--- config.mk ---
export PLATFORM = sky130hd
export DESIGN_NAME = mcu_subsys_bus_router
export DESIGN_NICKNAME = d
export VERILOG_FILES = /design/src/rtl/mcu_subsys_pkg.sv /design/src/rtl/mcu_subsys_addr_decode.sv /design/src/rtl/mcu_subsys_bus_router.sv
export SDC_FILE = /design/constraint.sdc
export NUM_CORES = 1
export LEC_CHECK = 0
export CAP_MARGIN = 20
export CELL_PAD_IN_SITES_DETAIL_PLACEMENT = 0
export CELL_PAD_IN_SITES_GLOBAL_PLACEMENT = 1
export CORE_UTILIZATION = 30
export CTS_BUF_LIST = sky130_fd_sc_hd__clkbuf_16
export CTS_CLUSTER_SIZE = 28
export DETAILED_ROUTE_END_ITERATION = 8
export PLACE_DENSITY_LB_ADDON = 0.1
export SYNTH_ARGS = -nofsm -noshare
export SYNTH_HDL_FRONTEND = slang
export SYNTH_HIERARCHICAL = 1
export SYNTH_SLANG_ARGS = --single-unit
--- constraint.sdc ---
create_clock -name sys_clk -period 5.4 [get_ports sys_clk]
set_input_delay 1.08 -clock sys_clk [delete_from_list [all_inputs] [get_ports sys_clk]]
set_output_delay 1.08 -clock sys_clk [all_outputs]
set_load 0.01 [all_outputs]
--- src/rtl/mcu_subsys_pkg.sv ---
// Shared types and default memory map for the MCU subsystem bus router.
// The default map is ROM at index 0, SRAM at index 1 and peripherals at index 2.
package mcu_subsys_pkg;

  typedef enum logic [1:0] {
    IDLE   = 2'd0,
    ACCESS = 2'd1,
    RESP   = 2'd2
  } state_t;

  localparam logic [31:0] ERR_RDATA_DEF = 32'hDEAD_BEEF;

  localparam logic [31:0] ROM_BASE    = 32'h0000_0000;
  localparam logic [31:0] ROM_MASK    = 32'hFFFF_C000;
  localparam logic [31:0] SRAM_BASE   = 32'h1000_0000;
  localparam logic [31:0] SRAM_MASK   = 32'hFFFF_0000;
  localparam logic [31:0] PERIPH_BASE = 32'h4000_0000;
  localparam logic [31:0] PERIPH_MASK = 32'hF000_0000;

  localparam logic [95:0] DEF_TGT_BASE = {PERIPH_BASE, SRAM_BASE, ROM_BASE};
  localparam logic [95:0] DEF_TGT_MASK = {PERIPH_MASK, SRAM_MASK, ROM_MASK};

  function automatic int idx_width(input int n);
    return (n > 1) ? $clog2(n) : 1;
  endfunction

endpackage

--- src/rtl/mcu_subsys_addr_decode.sv ---
// Combinational priority address decoder: the lowest-index matching region wins.
module mcu_subsys_addr_decode
  import mcu_subsys_pkg::*;
#(
  parameter int                  N_TGT    = 3,
  parameter int                  IDX_W    = 2,
  parameter logic [N_TGT*32-1:0] TGT_BASE = DEF_TGT_BASE,
  parameter logic [N_TGT*32-1:0] TGT_MASK = DEF_TGT_MASK
) (
  input  logic [31:0]      addr,
  output logic             hit,
  output logic [IDX_W-1:0] idx
);

  // Scanning from the top down lets lower indices overwrite higher ones.
  always_comb begin
    hit = 1'b0;
    idx = '0;
    for (int i = N_TGT - 1; i >= 0; i--) begin
      if ((addr & TGT_MASK[i*32 +: 32]) == TGT_BASE[i*32 +: 32]) begin
        hit = 1'b1;
        idx = IDX_W'(i);
      end
    end
  end

endmodule

--- src/rtl/mcu_subsys_bus_router.sv ---
// Routes one CPU native-memory request at a time to a decoded target port,
// with timeout, error response and a sticky first-error address register.
module mcu_subsys_bus_router
  import mcu_subsys_pkg::*;
#(
  parameter int                  N_TGT       = 3,
  parameter logic [N_TGT*32-1:0] TGT_BASE    = DEF_TGT_BASE,
  parameter logic [N_TGT*32-1:0] TGT_MASK    = DEF_TGT_MASK,
  parameter int                  TIMEOUT_CYC = 255,
  parameter logic [31:0]         ERR_RDATA   = ERR_RDATA_DEF
) (
  input  logic                sys_clk,
  input  logic                rst_n,
  input  logic                cpu_mem_valid,
  input  logic [31:0]         cpu_mem_addr,
  input  logic [31:0]         cpu_mem_wdata,
  input  logic [3:0]          cpu_mem_wstrb,
  output logic                cpu_mem_ready,
  output logic [31:0]         cpu_mem_rdata,
  output logic [N_TGT-1:0]    tgt_mem_valid,
  output logic [31:0]         tgt_mem_addr,
  output logic [31:0]         tgt_mem_wdata,
  output logic [3:0]          tgt_mem_wstrb,
  input  logic [N_TGT-1:0]    tgt_mem_ready,
  input  logic [N_TGT*32-1:0] tgt_mem_rdata,
  output logic                bus_err,
  output logic [31:0]         bus_err_addr,
  input  logic                bus_err_clr
);

  localparam int IDX_W = idx_width(N_TGT);
  localparam int CNT_W = (TIMEOUT_CYC > 0) ? $clog2(TIMEOUT_CYC + 1) : 1;
  localparam logic [CNT_W-1:0] CNT_LAST = CNT_W'((TIMEOUT_CYC > 0) ? TIMEOUT_CYC - 1 : 0);

  state_t           state, state_nxt;
  logic [IDX_W-1:0] sel, sel_nxt;
  logic [CNT_W-1:0] cnt, cnt_nxt;
  logic [N_TGT-1:0] valid_nxt;
  logic [31:0]      addr_nxt, wdata_nxt, rdata_nxt, err_addr_nxt;
  logic [3:0]       wstrb_nxt;
  logic             ready_nxt, err_nxt, err_event;
  logic             dec_hit;
  logic [IDX_W-1:0] dec_idx;
  logic             sel_ready;
  logic [31:0]      sel_rdata;

  mcu_subsys_addr_decode #(
    .N_TGT    (N_TGT),
    .IDX_W    (IDX_W),
    .TGT_BASE (TGT_BASE),
    .TGT_MASK (TGT_MASK)
  ) u_decode (
    .addr (cpu_mem_addr),
    .hit  (dec_hit),
    .idx  (dec_idx)
  );

  // Only the selected target's handshake is visible; the rest are ignored.
  always_comb begin
    sel_ready = 1'b0;
    sel_rdata = '0;
    for (int i = 0; i < N_TGT; i++) begin
      if (sel == IDX_W'(i)) begin
        sel_ready = tgt_mem_ready[i];
        sel_rdata = tgt_mem_rdata[i*32 +: 32];
      end
    end
  end

  always_comb begin
    state_nxt    = state;
    sel_nxt      = sel;
    cnt_nxt      = cnt;
    valid_nxt    = tgt_mem_valid;
    addr_nxt     = tgt_mem_addr;
    wdata_nxt    = tgt_mem_wdata;
    wstrb_nxt    = tgt_mem_wstrb;
    ready_nxt    = 1'b0;
    rdata_nxt    = cpu_mem_rdata;
    err_event    = 1'b0;
    err_nxt      = bus_err & ~bus_err_clr;
    err_addr_nxt = bus_err_addr;

    case (state)
      IDLE: begin
        if (cpu_mem_valid) begin
          addr_nxt  = cpu_mem_addr;
          wdata_nxt = cpu_mem_wdata;
          wstrb_nxt = cpu_mem_wstrb;
          cnt_nxt   = '0;
          if (dec_hit) begin
            sel_nxt = dec_idx;
            for (int i = 0; i < N_TGT; i++) valid_nxt[i] = (dec_idx == IDX_W'(i));
            state_nxt = ACCESS;
          end else begin
            err_event = 1'b1;
            ready_nxt = 1'b1;
            rdata_nxt = ERR_RDATA;
            state_nxt = RESP;
          end
        end
      end
      ACCESS: begin
        if (sel_ready) begin
          valid_nxt = '0;
          ready_nxt = 1'b1;
          rdata_nxt = sel_rdata;
          state_nxt = RESP;
        end else if ((TIMEOUT_CYC != 0) && (cnt == CNT_LAST)) begin
          valid_nxt = '0;
          err_event = 1'b1;
          ready_nxt = 1'b1;
          rdata_nxt = ERR_RDATA;
          state_nxt = RESP;
        end else begin
          cnt_nxt = cnt + CNT_W'(1);
        end
      end
      RESP:    state_nxt = IDLE;
      default: state_nxt = IDLE;
    endcase

    // A new error overrides a coincident clear and then owns the address slot.
    if (err_event) begin
      err_nxt = 1'b1;
      if (!bus_err || bus_err_clr) err_addr_nxt = addr_nxt;
    end
  end

  always_ff @(posedge sys_clk or negedge rst_n) begin
    if (!rst_n) begin
      state         <= IDLE;
      sel           <= '0;
      cnt           <= '0;
      tgt_mem_valid <= '0;
      tgt_mem_addr  <= '0;
      tgt_mem_wdata <= '0;
      tgt_mem_wstrb <= '0;
      cpu_mem_ready <= 1'b0;
      cpu_mem_rdata <= '0;
      bus_err       <= 1'b0;
      bus_err_addr  <= '0;
    end else begin
      state         <= state_nxt;
      sel           <= sel_nxt;
      cnt           <= cnt_nxt;
      tgt_mem_valid <= valid_nxt;
      tgt_mem_addr  <= addr_nxt;
      tgt_mem_wdata <= wdata_nxt;
      tgt_mem_wstrb <= wstrb_nxt;
      cpu_mem_ready <= ready_nxt;
      cpu_mem_rdata <= rdata_nxt;
      bus_err       <= err_nxt;
      bus_err_addr  <= err_addr_nxt;
    end
  end

endmodule
==> impl_metrics.csv, run 1 <==
group,metric,value,unit
run_status,status,"finished, final reports clean",
logic_synthesis,synthDominantCellAreaShare,55.8,%
power_and_ir_drop,combPwrFrac,28.1,%
floorplan,die_x,151,µm
drt,ant_nets,0,
power_and_ir_drop,intPower,2630,µW
finish,syn_to_final_growth,59.2,%
logic_synthesis,synthesis.area,6690,µm²
power_and_ir_drop,p_clk_share,32.7,%
global_routing,overflow,0,
cts,numCtsBuffers,17,
setup_path,path_depth,10,
finish,final_nets,1048,
logic_synthesis,yosysSeqAreaShare,55.8,%
power_and_ir_drop,vdd_drop_max,0.230,mV
floorplan,die_area,22900,µm²
power_and_ir_drop,p_sw,991,µW
logic_synthesis,yosysTopAreaCell,"dfrtp_1",
setup_path,cp_max_fo,32,
drt,wire_per_inst,17.0,µm
floorplan,core-area,21800,µm²
place,gp_congestion,0.765,
setup_path,cp.arrival,3.80,ns
finish,fin_cells,1168,
floorplan,io_pins,308,
cts,cts_sinks,149,
run,max_cap_viol_count,0,
cts,cts_setup_buffers,0,
setup_path,critical_path.top_delay_family,"buffers and inverters",
setup_path,reg2reg_depth,7,
drt,drc,0,
setup_path,crit_buf_inv,3,
power_and_ir_drop,leakagePower,0.00436,µW
sta,rsz0062_at_grt,"false",
setup_path,worst_path_most_repeated_cell,"buf_4",
drt,first_pass_iters,4,
logic_synthesis,netlist_instances,575,
cts,cts_tree,"yes",
power_and_ir_drop,seq_power_share,39.1,%
setup_path,critPathMaxStageDelay,0.55,ns
sta,fmax,285,MHz
logic_synthesis,avgSynthCellArea,11.6,µm²
sta,hold_viol_final,0,
place,dpl.cell_count,1134,
sta,worst_pin_slew,0.792,ns
logic_synthesis,netlist_top_cells_area,"dfrtp_1 (56%), nand2_1 (8.4%), mux2_4 (6.7%)",
cts,htree_levels,4,
min_path,hold_depth,2,
sta,skew,0.00837,ns
cts,cts_resized,0,
cts,worstSkewPairLatency,0.41,ns
finish,diodes,0,
drt,drt-total-wl,19800,µm
finish,final_cell_mix,"clkdlybuf4s50_1 (306), nand2_1 (150), dfrtp_1 (148)",
setup_path,path_class,"input pin to flop",
logic_synthesis,synthXorXnorAreaFrac,0,%
cts,clk_pin_slew,0.07,ns
min_path,min_path_type,"flop to flop",
finish,fill_cells,1994,
floorplan,start_util,30.6,%
logic_synthesis,synthMuxAreaShare,18.4,%
sta,drv_slew,0,
place,io_buffer_count,307,
setup_path,crit_slowest_cell,"clkdlybuf4s50_1",
finish,drive_gt1_share,14.5,%
sta,fin_crit,3.51,ns
sta,maxSlewHeadroom,47.1,%
floorplan,rows,54,
cts,clockRootBuffer,"clkbuf_16",
power_and_ir_drop,p_per_area,340,nW/µm²
place,hpwl,14300,µm
logic_synthesis,syn_nets,748,
global_routing,grt_pass1_vias,5564,
logic_synthesis,synth_top_family_by_area,"multiplexers",
global_routing,grt_usage,17.0,%
logic_synthesis,synthArstFlopShare,100,%
finish,final_core_utilization,48.8,%
floorplan,die_h,151,µm
cts,holdBufCountCts,0,
global_routing,antenna_found_initial,0,
sta,finalSetupViolCount,0,
logic_synthesis,yosys_most_used_dff,"dfrtp_1",
logic_synthesis,yosysWarnings,6,
global_routing,grt_pass1_wl,29600,µm
setup_path,required,5.70,ns
drt,drt_iter0_drc,161,
logic_synthesis,yosys.cell_types.count,43,
logic_synthesis,synth_compound_area_share,9.28,%
drt,vias,5455,
drt,avgViaCountPerCell,4.67,
logic_synthesis,synth_edf_count,0,
logic_synthesis,ys_ff_latch,149,
finish,final_common_cell,"clkdlybuf4s50_1",
setup_path,endpoint_kind,"flop",
logic_synthesis,synthAdderAreaFrac,0.374,%
global_routing,grt_max_degree,115,
power_and_ir_drop,p_sw_share,27.4,%
sta,setup-tns-final,0,ns
setup_path,worstSetupStartpointType,"input pin",
cts,cts_buffer_depth,2,
power_and_ir_drop,power,3620,µW
logic_synthesis,synth-simple-area-share,13.0,%
sta,fin_crit_sh,64.9,%
setup_path,cp_cell_sequence,"clkdlybuf4s50_1 -> nor4_2 -> nand4_1 -> o21bai_1 -> nor4b_4 -> buf_4 -> nand2_1 -> o31ai_4 -> buf_4 -> mux2_2",
cells in the mapped netlist (2+ instances only):
cell	number
nand4_1	3
buf_2	11
o21ai_0	25
o32a_1	24
nor2b_1	2
nand2_1	150
or3_1	2
clkbuf_1	19
nand3_1	4
o31ai_1	4
buf_8	3
nor3b_1	3
inv_1	2
o22ai_1	8
buf_6	2
nand2b_1	2
nor3_1	3
dfrtp_1	149
nor4b_2	2
or2_2	2
mux2_4	30
mux2_2	38
a21oi_1	14
nor2_1	13
or4_1	3
mux2i_1	35
ha_1	2
buf_1	3
nor4_2	3
tightest hold or removal path: stages (launching register included):
cell and delay (ns):
dfrtp_1 0.34, nand2_1 0.05, nand2_1 0.05
power by group through the flow:
stage               logic [µW]  clock network (µW)  registers, µW
floorplan                  318                   0           1510
global placement          1020                   0           1430
detailed placement        1030                   0           1430
CTS                       1030                1230           1420
global route              1090                1270           1440
finish                    1020                1190           1420
path summary, 6_finish.rpt:
path                                  startpoint                to  slack, ns
worst min-delay path            tgt_mem_wdata[4]  tgt_mem_wdata[4]       0.48
worst max-delay path            cpu_mem_addr[29]   bus_err_addr[0]       1.89
worst min register to register  tgt_mem_wdata[4]  tgt_mem_wdata[4]       0.48
worst max register to register            sel[0]   bus_err_addr[0]       2.51
max in group asynchronous                  rst_n     cpu_mem_ready       3.64
min in group asynchronous                  rst_n  tgt_mem_wdata[2]       0.50
layer usage:
metal	vias to the layer above	wire length, µm	global-route usage, %	part of all wire, %
li1	2618	-	-	-
met1	2629	8000	19.9	40
met2	197	9770	29.3	49
met3	11	1840	5.66	9.3
met4	0	196	4.95	0.99
met5	-	0	0	0
flip-flops by register name, summed over array words and instances, names as in the netlist:
register and flops:
cpu_mem_ready 1, tgt_mem_wdata 32, state 2, sel 2, tgt_mem_valid 3, bus_err_addr 32
tgt_mem_wstrb 4, cnt 8, bus_err 1, cpu_mem_rdata 32, tgt_mem_addr 32
cell families (layout without fill, tap and decap cells):
kind of cell	after synthesis	in the layout
flip-flops	149	149
adder cells (fa/ha/maj)	2	2
multiplexers	103	103
AO/OA/AOI/OAI	84	84
AND/OR/NAND/NOR	197	197
buffers and inverters	40	353
per-stage QoR:
stage	instance area (µm²)	hold slack (ns)	worst slack, ns
floorplan	6690	0.482	2.50
global placement	10000	0.457	1.49
detailed placement	10000	0.466	1.43
CTS	10600	0.481	1.87
global route	10600	0.495	1.71
finish	10600	0.477	1.89
final cells by class:
cell class	instances	area [µm²]	share of cell area, %
repair buffers	319	3200	30.1
well taps	280	350	3.29
clock buffers	17	425	4.00
clock inverters	15	168	1.57
flip-flops and latches	149	3730	35.0
multi-input cells	386	2760	25.9
inverters	2	7.51	0.0705
(Power assumes the default switching activity.)
==> run 2: changes to the inputs <==
Settings changed: CORE_UTILIZATION 30 to 28.
Clock period 5.4 ns to 3.2 ns, I/O delays scaled along.
==> impl_metrics.csv, run 2 (synthesized netlist as in run 1, its figures left out) <==
group,metric,value,unit
cts,cts_resized,0,
sta,finalSetupViolCount,0,
sta,postLayoutSetupSlackWorst,0.653,ns
finish,diodes,0,
cts,clk_pin_slew,0.07,ns
power_and_ir_drop,p_sw,1730,µW
cts,holdBufCountCts,0,
place,dpl.cell_count,1178,
cts,cts_buffer_depth,2,
global_routing,grt_max_degree,76,
power_and_ir_drop,vdd_drop_max,0.330,mV
power_and_ir_drop,leakagePower,0.00438,µW
setup_path,crit_slowest_cell,"clkdlybuf4s50_1",
sta,fin_crit,2.55,ns
floorplan,start_util,28.5,%
global_routing,grt_pass1_wl,32100,µm
place,dp_slack,0.203,ns
setup_path,cp_max_fo,32,
place,hpwl,15000,µm
cts,clockRootBuffer,"clkbuf_16",
setup_path,path_class,"input pin to flop",
cts,cts_sinks,149,
cts,htree_levels,4,
cts,worstSkewPairLatency,0.42,ns
setup_path,cp_cell_sequence,"clkdlybuf4s50_1 -> nor4_2 -> nand4_1 -> o21bai_1 -> nor4b_4 -> nand2_1 -> o31ai_4 -> buf_12 -> mux2_4",
setup_path,path_depth,9,
finish,syn_to_final_growth,60.5,%
place,gp_congestion,0.728,
setup_path,required,3.51,ns
setup_path,worstSetupStartpointType,"input pin",
floorplan,die_h,157,µm
drt,vias,5512,
sta,drv_slew,0,
finish,final_common_cell,"clkdlybuf4s50_1",
global_routing,antenna_found_initial,0,
drt,drt_iter0_drc,178,
setup_path,rr_endpoint,"cpu_mem_rdata[1]",
floorplan,die_area,24500,µm²
run_status,status,"finished, final reports clean",
setup_path,reg2reg_depth,6,
setup_path,rr_startpoint,"sel[1]",
sta,setup-tns-final,0,ns
setup_path,r2r_setup_slack,0.91,ns
drt,drt-total-wl,20900,µm
floorplan,rows,56,
min_path,min_path_type,"input pin to async pin",
power_and_ir_drop,seq_power_share,38.7,%
sta,fmax,393,MHz
global_routing,grt_pass1_vias,5920,
finish,final_cell_mix,"clkdlybuf4s50_1 (306), nand2_1 (150), dfrtp_1 (148)",
power_and_ir_drop,p_clk_share,33.4,%
sta,hold-worst-slack,0.175,ns
floorplan,io_pins,308,
sta,fin_crit_sh,79.6,%
finish,fin_cells,1210,
power_and_ir_drop,p_sw_share,27.9,%
finish,final_core_utilization,45.7,%
drt,avgViaCountPerCell,4.56,
run,max_cap_viol_count,0,
cts,cts_setup_buffers,0,
setup_path,critical_path.top_delay_family,"simple AND/OR/NAND/NOR gates",
sta,hold_viol_final,0,
power_and_ir_drop,intPower,4460,µW
global_routing,overflow,0,
finish,drive_gt1_share,14.9,%
floorplan,core-area,23500,µm²
place,io_buffer_count,307,
sta,rsz0062_at_grt,"false",
floorplan,die_x,157,µm
sta,worst_pin_slew,0.573,ns
drt,first_pass_iters,4,
global_routing,grt_usage,17.1,%
drt,ant_nets,0,
sta,maxSlewHeadroom,61.8,%
power_and_ir_drop,p_per_area,576,nW/µm²
setup_path,endpoint_kind,"flop",
setup_path,crit_buf_inv,2,
drt,wire_per_inst,17.2,µm
drt,drc,0,
finish,final_nets,1051,
power_and_ir_drop,combPwrFrac,27.9,%
cts,numCtsBuffers,17,
setup_path,critPathMaxStageDelay,0.45,ns
setup_path,cp.arrival,2.85,ns
sta,skew,0.0126,ns
cts,cts_tree,"yes",
[run 2: area by class of cell]
cell class	count	area [µm²]
Inverter	2	7.51
Multi-Input combinational cell	386	2760
Timing Repair Buffer	322	3220
Clock buffer	17	425
Sequential cell	149	3730
Clock inverter	15	183
Tap cell	319	399
Fill cell	2180	12700
[run 2: worst max-delay path by stage]
stage / startpoint / to / slack, ns
finish: cpu_mem_addr[17] / bus_err_addr[14] / 0.65
global route: cpu_mem_addr[17] / bus_err_addr[28] / 0.59
CTS: cpu_mem_addr[17] / bus_err_addr[14] / 0.65
detailed placement: cpu_mem_addr[17] / bus_err_addr[14] / 0.20
global placement: cpu_mem_addr[17] / bus_err_addr[20] / 0.24
floorplan: cpu_mem_addr[30] / bus_err_addr[10] / 0.74
[run 2: per-layer routing]
metal	GRT usage, %	part of all wire, %	up-vias
li1	-	-	2639
met2	27.9	47	192
met1	21.0	43	2664
met3	6.51	8.8	17
met5	0	0	-
met4	4.58	1.3	0
[run 2: metrics by stage]
stage	cell area (µm²)	total power (µW)
finish	10700	6190
global route	10700	6510
CTS	10700	6280
detailed placement	10100	4160
global placement	10100	4140
floorplan	6690	3090
[run 2: power groups by stage]
stage	clock, µW	combinational [µW]	sequential (µW)
2_1_floorplan	0	536	2550
3_3_place_gp	0	1730	2410
3_5_place_dp	0	1740	2420
4_1_cts	2140	1750	2400
5_1_grt	2230	1840	2440
6_report	2070	1730	2390
==> RTL edit 1: new RTL, flow settings as in run 2 <==
Encoding of `state_t`: now one-hot (3 bits for 3 states).
--- a/src/rtl/mcu_subsys_pkg.sv
+++ b/src/rtl/mcu_subsys_pkg.sv
@@ -2,10 +2,10 @@
 // The default map is ROM at index 0, SRAM at index 1 and peripherals at index 2.
 package mcu_subsys_pkg;
 
-  typedef enum logic [1:0] {
-    IDLE   = 2'd0,
-    ACCESS = 2'd1,
-    RESP   = 2'd2
+  typedef enum logic [2:0] {
+    IDLE   = 3'b001,
+    ACCESS = 3'b010,
+    RESP   = 3'b100
   } state_t;
 
   localparam logic [31:0] ERR_RDATA_DEF = 32'hDEAD_BEEF;
Formal check against the unedited RTL: same outputs for any inputs over 4 cycles, from zero or initial values and one cycle with rst_n low; so few cycles prove little.
==> RTL edit 1 against run 2 <==
  * Combinational power is 17% higher
  * Area after synthesis is 0.36% lower
  * Cell area is 0.96% lower
  * Worst hold slack better by 70 ps
  * Worst setup slack worse by 390 ps
  * Power is 5.0% higher
  * Wire length is 3.8% higher
  * Die area is 0.35% lower
  * Clock power is 7% lower
  * Critical path depth stayed put
  * Sequential cell count is 1 higher
  * Critical path type unchanged
  * Largest power group unchanged
==> RTL edit 1: results (changes against run 2) <==
Pint=4.50 mW (+0.99%); Post-DP HPWL=15.5 mm (+3.3%); mux cell area share after synthesis=0.118 (-0.0653); leakage=4.43 nW (+1.0%); layout cells sized above 1=0.0752 (-0.0741); Net Sw Frac=0.307 (+0.0276); Net count, final=1118 (+6.4%); Synth area leaders=dfrtp_1, nand2_1, mux2i_1; maximum vdd drop=0.000357 V (+8.2%); outcome=finished clean; post-synthesis cell type count=47 (+9.3%); All-Layer GR Usage=0.179 (+0.00798); fill cell count=2298 (+5.4%); first-pass GRT wire length=33.5 mm (+4.4%); vias in the first global route=6100 (+3.0%); crit path max fanout=27 (-16%); metal2 WL=10.2 mm (+4.4%); DRT iter0 DRCs=213 (+20%); WL/cell=17.0 um (-1.6%); register area share after synthesis=0.564 (+0.00593); met2 GRT Util=0.301 (+0.0221); Routability Congestion=0.769 (+5.7%); syn nets=819 (+9.5%); DR WL met3=2.20 mm (+20%); Synth Area in Adders=0.00376 (+0.0000134); Comb power frac=0.311 (+0.032); Setup Skew=14.4 ps (+1.85 ps); wl on met1=8.74 mm (-2.4%); Compound-Gate Fraction of Synth Area=0.0915 (-0.00136); met3 Use GR=0.0703 (+0.00526)
-- RTL edit 1: changes by cell type in the layout (fill, tap and decap cells not counted), moves of 30 or more --
cell,delta
nand2_1,+93
mux2_2,-31
mux2_1,+30
mux2_4,-30
-- RTL edit 1: worst paths after layout --
| check | slack (ps) | startpoint | cells past startpoint | endpoint |
|---|---|---|---|---|
| setup / recovery | 260 | cpu_mem_addr[31] | 9 | bus_err_addr[24] |
| hold / removal | 250 | rst_n | 1 | cpu_mem_rdata[27] |
| setup reg to reg | 870 | state[0] | 5 | bus_err_addr[24] |
| hold reg to reg | 470 | tgt_mem_wdata[28] | 2 | tgt_mem_wdata[28] |
| max in group asynchronous | 2030 | rst_n | 2 | tgt_mem_addr[1] |
| min in group sys_clk | 470 | tgt_mem_wdata[28] | 2 | tgt_mem_wdata[28] |
-- RTL edit 1: cell type report --
type / instances / area [um2] / share of cell area
timing repair buffer: 322 / 3200 / 0.301
clock buffer: 17 / 425 / 0.0400
multi-input combinational: 451 / 2700 / 0.254
inverter: 3 / 11.3 / 0.00106
tap: 319 / 399 / 0.0376
clock inverter: 15 / 138 / 0.0130
sequential: 150 / 3760 / 0.353
-- RTL edit 1: critical path, cell delays in order --
cell             delay [ps]
clkdlybuf4s50_1         590
nor4_2                   60
nand4_1                 180
o21bai_1                140
buf_4                   170
nor2_4                  570
o2bb2ai_4               270
buf_12                  240
mux2_1                  350
-- RTL edit 1: metrics by stage --
step	utilization	instances	instance area [um2]	hold WS, ps
2_1_floorplan	-	646	6660	344
3_3_place_gp	0.429	1244	10000	456
3_5_place_dp	0.429	1244	10000	462
4_1_cts	0.453	1276	10600	290
5_1_grt	0.454	1277	10600	298
6_report	0.454	1277	10600	245
==> RTL edit 2: new RTL, config.mk and constraints of run 2 <==
Made on the original files. Change the parameter `TIMEOUT_CYC` from 255 to 510.
--- a/src/rtl/mcu_subsys_bus_router.sv
+++ b/src/rtl/mcu_subsys_bus_router.sv
@@ -6,7 +6,7 @@
   parameter int                  N_TGT       = 3,
   parameter logic [N_TGT*32-1:0] TGT_BASE    = DEF_TGT_BASE,
   parameter logic [N_TGT*32-1:0] TGT_MASK    = DEF_TGT_MASK,
-  parameter int                  TIMEOUT_CYC = 255,
+  parameter int                  TIMEOUT_CYC = 510,
   parameter logic [31:0]         ERR_RDATA   = ERR_RDATA_DEF
 ) (
   input  logic                sys_clk,
Behaviour: no difference found for any inputs over 4 cycles, from zero or initial values and one cycle with rst_n low; that may be too few to reach the edited logic, so the function may still have changed.
==> RTL edit 2 against run 2 <==
  * Count of clock-buffer cells in the layout is the same
  * Wire length shrank 3.4%
  * Power shrank 2.8%
  * Worst setup slack lost 41 ps
  * Sequential share of layout area grew 0.47 points
  * Worst hold slack gained 75 ps
  * Sequential cell count grew 1
  * Register-to-register slack is essentially flat
  * Area after synthesis shrank 1.3%
  * Clock skew is essentially flat
  * Combinational power shrank 7%
  * Cell area shrank 0.68%
  * First-iteration DRC count shrank 9.0%
  * Critical endpoint is now bus_err_addr[28]
  * Largest cell class unchanged
  * Largest power group unchanged
==> RTL edit 2: results (changes against run 2) <==
TritonRoute pass-1 iters=4 (unchanged); crit path max fanout=17 (-47%); critical path's largest stage delay=~440 ps; # port buffers=307 (unchanged); clk slew on worst S/H paths=70 ps (about the same); largest net degree at the start of global routing=85 (+12%); Routability Congestion=0.787 (+8.1%); Slew @ Worst Pin=805 ps (+232 ps); post-synthesis cell type count=46 (+7.0%); most instantiated cells after synthesis=nand2_1, dfrtp_1, mux2_2; Vias per Instance=4.55 (about the same); crit share post-route=0.809 (+0.0128); All-Layer GR Usage=0.170 (-0.00110); flop-to-flop setup slack=910 ps (about the same); leakage=4.27 nW (-2.7%); Net count, final=1059 (+0.76%); Setup Skew=12.6 ps (-0.0417 ps); Ys Warns=6 (unchanged); CP startpoint=cpu_mem_addr[21]; register area share after synthesis=0.569 (+0.0111); Reg2Reg Launch Point=cnt[1]; clock root buffer=clkbuf_16; setup slack at placement=122 ps (-81.0 ps); post_cts resized=0 (unchanged); first-pass GRT wire length=32.0 mm (-0.32%); Critical Path Sink=bus_err_addr[28]; DRT iter0 DRCs=162 (-9.0%); syn nets=754 (+0.80%); Async SR Flop Fraction=1.00 (unchanged); final wirelength=20.2 mm (-3.4%); Worst R2R End=bus_err_addr[26]; H-tree levels=4 (unchanged); maximum vdd drop=0.000367 V (+11%); outcome=finished clean; CTS Buffer Depth=2 (unchanged); worst skew pair latency=420 ps (about the same); initial antenna violation count=1 (+1); vias in the first global route=5936 (+0.27%); HP Class=input port to asynchronous set/reset pin; Worst Path Arrival=2880 ps (+30 ps); CP endpoint kind=flop; layout cells sized above 1=0.138 (-0.0112); Synth area leaders=dfrtp_1, mux2_2, nand2_1; cells on worst reg2reg path=7 (+1); hold_ws=251 ps (+75.4 ps); Post-DP HPWL=14.8 mm (-1.5%)
## RTL edit 2: cell count changes after synthesis, moves of 4 or more
cell      before  now
clkbuf_1      19   23
mux2_2        38   62
mux2_1         0    4
mux2_4        30    0
nand2b_1       2    6
buf_4          0    4
## RTL edit 2: worst register-to-register path: stages (launching register included)
cell and delay (ps):
dfrtp_1 420, inv_1 70, ha_1 150, and4_1 250
nand3_1 130, o21ai_4 560, buf_16 240, mux2_2 350
## RTL edit 2: logic make-up (layout without fill, tap and decap cells)
kind of cell / Yosys count / after routing / synth area share
DFF: 150 / 150 / 0.569
muxes: 101 / 101 / 0.168
AOI/OAI and AO/OA: 86 / 86 / 0.0954
adders and majority gates: 2 / 2 / 0.00379
buffers and inverters: 41 / 358 / 0.0296
other: 0 / 1 / 0
and+or+nand+nor: 201 / 201 / 0.135
## RTL edit 2: layer usage
layer / vias up / share of wire / track usage
met5: - / 0 / 0
met4: 0 / 0.016 / 0.0542
met3: 15 / 0.089 / 0.0647
met2: 194 / 0.47 / 0.280
met1: 2656 / 0.43 / 0.203
li1: 2654 / - / -
## RTL edit 2: how the worst min path moves through the flow
stage                   endpoint  cells after the start
2_1_floorplan            bus_err                      0
3_3_place_gp   tgt_mem_wdata[16]                      2
3_5_place_dp    tgt_mem_wstrb[2]                      2
4_1_cts          tgt_mem_addr[8]                      1
5_1_grt          tgt_mem_addr[8]                      1
6_report         tgt_mem_addr[8]                      1
## RTL edit 2: report_power, final
group | internal, mW | switching [mW] | total, mW
sequential | 2.21 | 0.173 | 2.39
combinational | 0.976 | 0.630 | 1.61
clock | 1.17 | 0.851 | 2.02
## RTL edit 2: cell type report
| cell class | count | area, um2 |
|---|---|---|
| fillers | 2110 | 12200 |
| flip-flops and latches | 150 | 3750 |
| inverters | 3 | 11.3 |
| clock buffers | 17 | 425 |
| multi-input cells | 390 | 2680 |
| well taps | 313 | 392 |
| repair buffers | 324 | 3230 |
| clock inverters | 14 | 163 |
| diodes | 1 | 2.50 |
## RTL edit 2: stage by stage
stage	utilization	area (um2)	cells
floorplan	-	6600	581
global placement	0.439	10000	1179
detailed placement	0.441	10100	1180
CTS	0.466	10700	1211
global route	0.466	10700	1212
finish	0.466	10700	1212
